`config.mk`:
```
export PLATFORM = sky130hd
export DESIGN_NAME = game_sequencer
export DESIGN_NICKNAME = d
export VERILOG_FILES = /design/src/rtl/game_sequencer.sv
export SDC_FILE = /design/constraint.sdc
export NUM_CORES = 1
export LEC_CHECK = 0
export BUFFER_PORTS_ARGS = -buffer_cell sky130_fd_sc_hd__clkbuf_2
export CAP_MARGIN = 40
export CORE_UTILIZATION = 54
export DETAILED_ROUTE_END_ITERATION = 6
export PLACE_DENSITY = 0.83
export REMOVE_ABC_BUFFERS = 1
export SYNTH_ARGS = -nofsm -noshare
export SYNTH_HDL_FRONTEND = slang
export SYNTH_SLANG_ARGS = --single-unit
export TNS_END_PERCENT = 5
```
`constraint.sdc`:
```
create_clock -name clka -period 3.6 [get_ports clka]
set_input_delay 0.18 -clock clka [delete_from_list [all_inputs] [get_ports clka]]
set_output_delay 0.18 -clock clka [all_outputs]
set_load 0.05 [all_outputs]
```
`src/rtl/game_sequencer.sv`:
```
// Tetris game-flow controller: spawn, timed fall steps (req/ack), row-full scan/clear, line count, game over.
// State changes on the falling clka edge; pulses last one cycle; fall_req holds until the fall unit acks.
module game_sequencer #(
  parameter int ROWS     = 8,
  parameter int COLS     = 4,
  parameter int TICK_DIV = 16
) (
  input  logic                     clka,
  input  logic                     restart,
  input  logic                     start,
  input  logic [ROWS*COLS-1:0]     board_status,
  input  logic [1:0]               piece_sel,
  input  logic                     fall_ack,
  input  logic                     landed,
  output logic                     new_piece,
  output logic                     spawn_en,
  output logic [1:0]               spawn_piece,
  output logic                     fall_req,
  output logic                     clear_en,
  output logic [$clog2(ROWS)-1:0]  clear_row,
  output logic [7:0]               lines,
  output logic                     busy,
  output logic                     game_over
);

  localparam int RW = $clog2(ROWS);
  localparam int CW = $clog2(TICK_DIV);
  localparam logic [RW-1:0] ROW_LAST  = RW'(ROWS - 1);
  localparam logic [CW-1:0] TICK_LAST = CW'(TICK_DIV - 1);

  localparam logic [2:0] S_IDLE  = 3'd0;
  localparam logic [2:0] S_SPAWN = 3'd1;
  localparam logic [2:0] S_WAIT  = 3'd2;
  localparam logic [2:0] S_FALL  = 3'd3;
  localparam logic [2:0] S_SCAN  = 3'd4;
  localparam logic [2:0] S_CLEAR = 3'd5;
  localparam logic [2:0] S_OVER  = 3'd6;

  logic [2:0]    state;
  logic [CW-1:0] tick_cnt;
  logic [RW-1:0] scan_row;
  logic          row_full;
  logic          top_row_occ;

  always_comb begin
    row_full = 1'b0;
    for (int r = 0; r < ROWS; r++) begin
      if (scan_row == RW'(r)) begin
        row_full = &board_status[r*COLS +: COLS];
      end
    end
  end

  assign top_row_occ = |board_status[COLS-1:0];

  always_ff @(negedge clka or posedge restart) begin
    if (restart) begin
      state       <= S_IDLE;
      tick_cnt    <= '0;
      scan_row    <= ROW_LAST;
      lines       <= 8'd0;
      new_piece   <= 1'b0;
      spawn_en    <= 1'b0;
      spawn_piece <= 2'd0;
      fall_req    <= 1'b0;
      clear_en    <= 1'b0;
      clear_row   <= '0;
      busy        <= 1'b0;
      game_over   <= 1'b0;
    end else begin
      new_piece <= 1'b0;
      spawn_en  <= 1'b0;
      clear_en  <= 1'b0;
      case (state)
        S_IDLE: begin
          if (start) begin
            state <= S_SPAWN;
            lines <= 8'd0;
            busy  <= 1'b1;
          end
        end
        S_SPAWN: begin
          // An occupied top row means the new piece has nowhere to go.
          if (top_row_occ) begin
            state     <= S_OVER;
            busy      <= 1'b0;
            game_over <= 1'b1;
          end else begin
            spawn_en    <= 1'b1;
            new_piece   <= 1'b1;
            spawn_piece <= piece_sel;
            tick_cnt    <= '0;
            state       <= S_WAIT;
          end
        end
        S_WAIT: begin
          if (tick_cnt == TICK_LAST) begin
            tick_cnt <= '0;
            fall_req <= 1'b1;
            state    <= S_FALL;
          end else begin
            tick_cnt <= tick_cnt + 1'b1;
          end
        end
        S_FALL: begin
          if (fall_ack) begin
            fall_req <= 1'b0;
            if (landed) begin
              scan_row <= ROW_LAST;
              state    <= S_SCAN;
            end else begin
              state <= S_WAIT;
            end
          end
        end
        S_SCAN: begin
          if (row_full) begin
            state <= S_CLEAR;
          end else if (scan_row == '0) begin
            state <= S_SPAWN;
          end else begin
            scan_row <= scan_row - 1'b1;
          end
        end
        S_CLEAR: begin
          // scan_row is kept: the rows above drop into it and must be re-examined.
          clear_en  <= 1'b1;
          clear_row <= scan_row;
          if (lines != 8'hFF) begin
            lines <= lines + 8'd1;
          end
          state <= S_SCAN;
        end
        S_OVER: begin
          busy      <= 1'b0;
          game_over <= 1'b1;
        end
        default: begin
          state     <= S_IDLE;
          fall_req  <= 1'b0;
          busy      <= 1'b0;
          game_over <= 1'b0;
        end
      endcase
    end
  end

endmodule
```
==> flow_summary.toml, run 1 <==
[die]
io_pins = 58
dieHeight_um = 58.1
placementRows = 19
die_area_um2 = 3370
chipWidth_um = 58.1
start_util_pct = 59.0
core_area_um2 = 2880

[power]
ir_worst_vdd_v = 0.000507
pwr_density_cell_nw_per_um2 = 773
power_report.internal_total_mw = 0.850
power.net_switching_mw = 0.760
power.share.sequential_pct = 36.5
power_switching_share_pct = 47.2
clock_power_share_pct = 13.7
cellLeakagePower_nw = 1.02
combinationalPowerShare_pct = 49.9

[route]
dr_total_vias = 1560
route.detailed.vias_per_inst = 5.34
first_iter_violations = 70
wl_mm = 3.74
post_drt_wl_per_cell_um = 12.8
drt_drc_violations_left = 2
final_antenna_net_count = 0
firstDrtPassIters = 7

[global_route]
antenna_found_initial = 0
grt_start_max_net_pins = 18
global_route.overflow_total = 0
first_global_vias = 1518
overall_global_routing_resource_usage_pct = 24.3
first_pass_grt_wire_length_mm = 6.42

[layout]
final_net_count = 298
count_of_fill_cells_added_during_filler_insertion = 252
area.growth.synth_to_final_pct = 22.9
final_layout_size_suffix_gt1_share_pct = 32.8
diodes = 0
multiInputGateArea_um2 = 925
area_taken_by_flip_flops_and_latches_um2 = 704

[synthesis]
synth.most_common_cell = "dfrtn_1"
async_reset_ff_share_pct = 100
synthesis.area_per_instance_um2 = 8.98
post-synth-top-area-fraction_pct = 36.9
synth_mux_area_share_pct = 1.33
synth.lib_cells_used.distinct = 47
synth-seq-cells = 28
synthesis.yosys.warnings = 0
synth_compound_area_share_pct = 17.5
main_combinational_cell_family_by_area_after_synthesis = "simple AND/OR/NAND/NOR gates"
yosysSeqAreaShare_pct = 41.5
synthAdderAreaFrac_pct = 5.90
synth_xor_xnor_area_share_pct = 2.06
mappedNetlistArea_um2 = 1700
synth_top_cell_by_area = "dfrtn_1"
cells_after_synth = 189
netlist_top_cells_area = "dfrtn_1 37%, ha_1 5.9%, nand2_1 5.1%, o21ai_0 4.7%, dfstp_2 4.6%"
synth_simple_gate_area_share_pct = 27.7
ys_dominant_reg_cell = "dfrtn_1"
synth_common_cells = "25 x dfrtn_1, 23 x nand2_1, 21 x nor2_1"
synth_edf_count = 0

[critical_path]
cp_num_buf_inv = 1
endpoint_kind = "register"
data_arrival_time_of_the_critical_path_ns = 1.51
crit_family = "simple AND/OR/NAND/NOR gates"
max_stage_delay_ns = 0.54
slowest_stage = "or4_4"
start_kind = "primary input"
criticalPathCategory = "in2reg"
crit_chain = "clkbuf_2, or4_4, nor2b_4, nor3_2, o21ai_0, or3_1"
required_ns = 1.98
crit_path_max_fanout = 3

[run_status]
run_status = "finished with violations"
failing_checks = "DRC"

[clocking]
htree_levels = 1
cts_tree = "yes"
ctsRootBufferMaster = "clkbuf_4"
cts-hold-fix-buffers = 0
insertion_delay_ns = 0.39
postCtsResizedCells = 0
post-cts-setup-buffer-count = 0
cts_made_buffers = 3
path_clk_slew_ns = 0.10
clockBufferDepth = 2
cts.sinks = 28

[place]
dpl_wire_length_mm = 2.97
io_buffer_count = 57
pre_cts_slack_ns = 0.112
gp_congestion = 0.846

[sta]
slew_viol_final = 0
worst_slew_margin_rel_pct = 60.7
setup_total_negative_slack_ns = 0
fin_skew_ns = 0.0684
worst_slack_ns = 0.468
rsz0062_at_grt = "false"
count_of_final_hold_check_violations = 0
worstMarginPinSlew_ns = 0.590
setup_viol = 0

[worst_hold_path]
hp-class = "reg2reg"

[job]
timing.max_cap.violations = 0
## sequential cells by signal, summed over array words and instances, names as in the netlist, 2 cells and up
name,count
clear_row,3
tick_cnt,4
scan_row,3
spawn_piece,2
lines,8
state,3
## through the flow
step | area (um2) | hold WS [ns] | util (%) | power (mW) | cells
finish | 2080 | 0.430 | 72.5 | 1.61 | 292
global route | 2080 | 0.465 | 72.5 | 1.74 | 292
CTS | 2080 | 0.443 | 72.5 | 1.62 | 292
detailed placement | 2020 | 0.439 | 70.4 | 1.40 | 286
global placement | 2020 | 0.420 | 70.4 | 1.38 | 286
floorplan | 1660 | 0.402 | - | 1.20 | 184
## kinds of logic (layout without fill, tap and decap cells)
group,Yosys count,in the layout
compound gates,45,45
buf+inv,14,75
fa+ha+maj,8,8
mux,2,2
simple gates,88,88
flops,28,28
xor+xnor,4,4
## tightest hold or removal path: stages (launching register included)
cell     delay [ns]
dfrtn_1        0.43
nand2_1        0.05
nand2_1        0.06
## cell usage in the layout (no fill, tap or decap), types with 2 or more instances in the layout
cell type  synthesis  layout
nor3b_1            2       2
ha_1               8       8
nand3_1            7       7
a22o_1             2       2
a211oi_1           2       2
o21ai_1            2       2
o22ai_1            3       3
nand2b_1           5       5
clkbuf_2           0      57
clkbuf_4           0       3
and2_1             3       3
inv_1              8      10
o21ai_0           16      16
o41ai_1            2       2
dfrtn_1           25      25
nand2_1           23      23
or3_1              2       2
nor2_1            21      21
mux2_2             2       2
xnor2_1            4       4
a21oi_1            9       9
nor2b_1            2       2
dfstp_2            3       3
nor3_2             3       3
nor3_1             3       3
buf_4              1       3
nand4_1            8       8
## final timing paths
check                                     start            to  slack, ns  depth (start not counted)
worst max-delay path            board_status[1]      state[2]       0.47                          6
worst min-delay path               clear_row[2]  clear_row[2]       0.43                          2
max in group asynchronous               restart  clear_row[0]       1.54                          3
min in group asynchronous               restart      lines[1]       1.52                          2
worst min register to register     clear_row[2]  clear_row[2]       0.43                          2
worst max register to register      scan_row[0]      state[2]       1.16                          7
## area by class of cell
type / count / share of cell area, %
multi-input cells: 147 / 44.4
flip-flops and latches: 28 / 33.8
repair buffers: 60 / 14.8
well taps: 42 / 2.52
clock inverters: 4 / 1.98
inverters: 8 / 1.50
clock buffers: 3 / 1.08
## power by group through the flow
stage | logic, mW | registers (mW) | clock network, mW
after CTS | 0.805 | 0.587 | 0.226
after detailed placement | 0.799 | 0.591 | 0.00693
after global routing | 0.892 | 0.612 | 0.239
after global placement | 0.785 | 0.587 | 0.00693
final | 0.803 | 0.587 | 0.220
after floorplan | 0.432 | 0.756 | 0.00693
## per-layer routing
layer / GRT usage (%) / up-vias / wire (um)
met4: 4.76 / 0 / 43
li1: - / 795 / -
met5: 0 / - / 0
met3: 5.13 / 4 / 130
met2: 41.7 / 40 / 1850
met1: 31.9 / 721 / 1710
No activity file was read; power rests on OpenSTA's default activity.
==> run 2, diff against run 1 <==
--- a/config.mk
+++ b/config.mk
@@ -10,5 +10,5 @@
 export CORE_UTILIZATION = 54
 export DETAILED_ROUTE_END_ITERATION = 6
-export PLACE_DENSITY = 0.83
+export PLACE_DENSITY = 0.85
 export REMOVE_ABC_BUFFERS = 1
 export SYNTH_ARGS = -nofsm -noshare
==> constraint.sdc (replaced) <==
create_clock -name clka -period 3.6 [get_ports clka]
set_input_delay 0.54 -clock clka [delete_from_list [all_inputs] [get_ports clka]]
set_output_delay 0.54 -clock clka [all_outputs]
set_load 0.05 [all_outputs]
==> flow_summary.toml, run 2 (synthesis results as in run 1) <==
[place]
dpl_wire_length_mm = 2.90
io_buffer_count = 57
gp_congestion = 0.818
dpl_cell_area_um2 = 2040

[layout]
final_net_count = 300
largest_reg_flops = 8
final_layout_size_suffix_gt1_share_pct = 33.3
layout_common_cells = "57 x clkbuf_2, 25 x dfrtn_1, 23 x nand2_1"
final_design_area_no_fill_um2 = 2070
area.growth.synth_to_final_pct = 22.3
final_common_cell = "clkbuf_2"
diodes = 0
count_of_fill_cells_added_during_filler_insertion = 231
utilization_pct = 72.1
top_register = "lines"
reg_top3 = "lines x8, tick_cnt x4"

[power]
power_switching_share_pct = 48.6
pwr_density_cell_nw_per_um2 = 749
combinationalPowerShare_pct = 52.7
clock_power_share_pct = 9.4
pwr_total_mw = 1.55
cellLeakagePower_nw = 1.02
ir_worst_vdd_v = 0.000449
power.share.sequential_pct = 37.8
power_report.internal_total_mw = 0.798
power.net_switching_mw = 0.755

[clocking]
ctsRootBufferMaster = "clkbuf_4"
clockBufferDepth = 2
cts_made_buffers = 3
postCtsResizedCells = 0
cts-hold-fix-buffers = 0
insertion_delay_ns = 0.39
cts.sinks = 28
cts_tree = "yes"
path_clk_slew_ns = 0.10
htree_levels = 1
post-cts-setup-buffer-count = 0

[global_route]
first_global_vias = 1467
global_route.overflow_total = 0
grt_start_max_net_pins = 18
overall_global_routing_resource_usage_pct = 23.3
antenna_found_initial = 0
first_pass_grt_wire_length_mm = 6.11

[worst_hold_path]
hp-class = "reg2reg"

[die]
dieHeight_um = 58.1
start_util_pct = 59.0
io_pins = 58
placementRows = 19
die_area_um2 = 3370
core_area_um2 = 2880
chipWidth_um = 58.1

[run_status]
run_status = "finished with violations"
failing_checks = "DRC"

[route]
wl_mm = 3.61
final_antenna_net_count = 0
route.detailed.vias_per_inst = 5.34
firstDrtPassIters = 7
drt_drc_violations_left = 3
post_drt_wl_per_cell_um = 12.3
dr_total_vias = 1570
first_iter_violations = 56

[sta]
setup_viol = 0
worst_slew_margin_rel_pct = 60.3
count_of_final_hold_check_violations = 0
worstMarginPinSlew_ns = 0.595
fin_skew_ns = 0.0695
rsz0062_at_grt = "false"
setup_total_negative_slack_ns = 0
slew_viol_final = 0

[critical_path]
endpoint_kind = "register"
data_arrival_time_of_the_critical_path_ns = 1.88
criticalPathCategory = "in2reg"
required_ns = 1.97
crit_path_max_fanout = 3
start_kind = "primary input"

[job]
timing.max_cap.violations = 0
run 2: cell types whose count changed in the layout (fill, tap and decap cells not counted), sizes merged:
cell    change
buf         +2
bufinv      -1
clkinv      +1
run 2: path summary, 6_finish.rpt:
kind | from | to | slack [ns] | depth (start not counted)
max reg2reg | scan_row[1] | state[2] | 1.26 | 7
max | board_status[1] | state[2] | 0.1 | 6
min reg2reg | clear_row[0] | clear_row[0] | 0.43 | 2
min | clear_row[0] | clear_row[0] | 0.43 | 2
min in group asynchronous | restart | lines[1] | 1.88 | 2
max in group asynchronous | restart | game_over | 1.17 | 3
run 2: critical path, cell delays in order:
cell	delay, ns
clkbuf_2	0.09
or4_4	0.54
nor2b_4	0.14
nor3_2	0.15
o21ai_0	0.08
or3_1	0.34
run 2: through the flow:
step                      hold slack [ns]  setup slack, ns  std cells
after global placement              0.419           -0.235        288
after global routing                0.468           0.0308        294
after CTS                           0.437           0.0926        294
after detailed placement            0.435           -0.252        288
final                               0.432           0.0959        294
after floorplan                     0.402           -0.112        184
run 2: metal layers:
metal	up-vias	global-route usage (%)	routed length [um]
li1	804	-	-
met1	727	31.5	1670
met2	34	36.8	1740
met3	5	5.58	168
met4	0	7.82	28
met5	-	0	0
run 2: area by class of cell:
cell class                      count  area, um2  share of cell area [%]
Sequential cell                    28        704                    34.0
Inverter                            8       31.3                    1.51
Clock inverter                      4       16.3                   0.784
Multi-Input combinational cell    147        925                    44.6
Tap cell                           42       52.6                    2.53
Clock buffer                        3       22.5                    1.09
Timing Repair Buffer               62        323                    15.6
run 2: power by group through the flow:
stage	Sequential [mW]	Combinational [mW]	Clock, mW
5_1_grt	0.609	0.921	0.165
3_3_place_gp	0.586	0.805	0.00693
2_1_floorplan	0.756	0.432	0.00693
4_1_cts	0.585	0.823	0.151
3_5_place_dp	0.591	0.819	0.00693
6_report	0.587	0.819	0.147
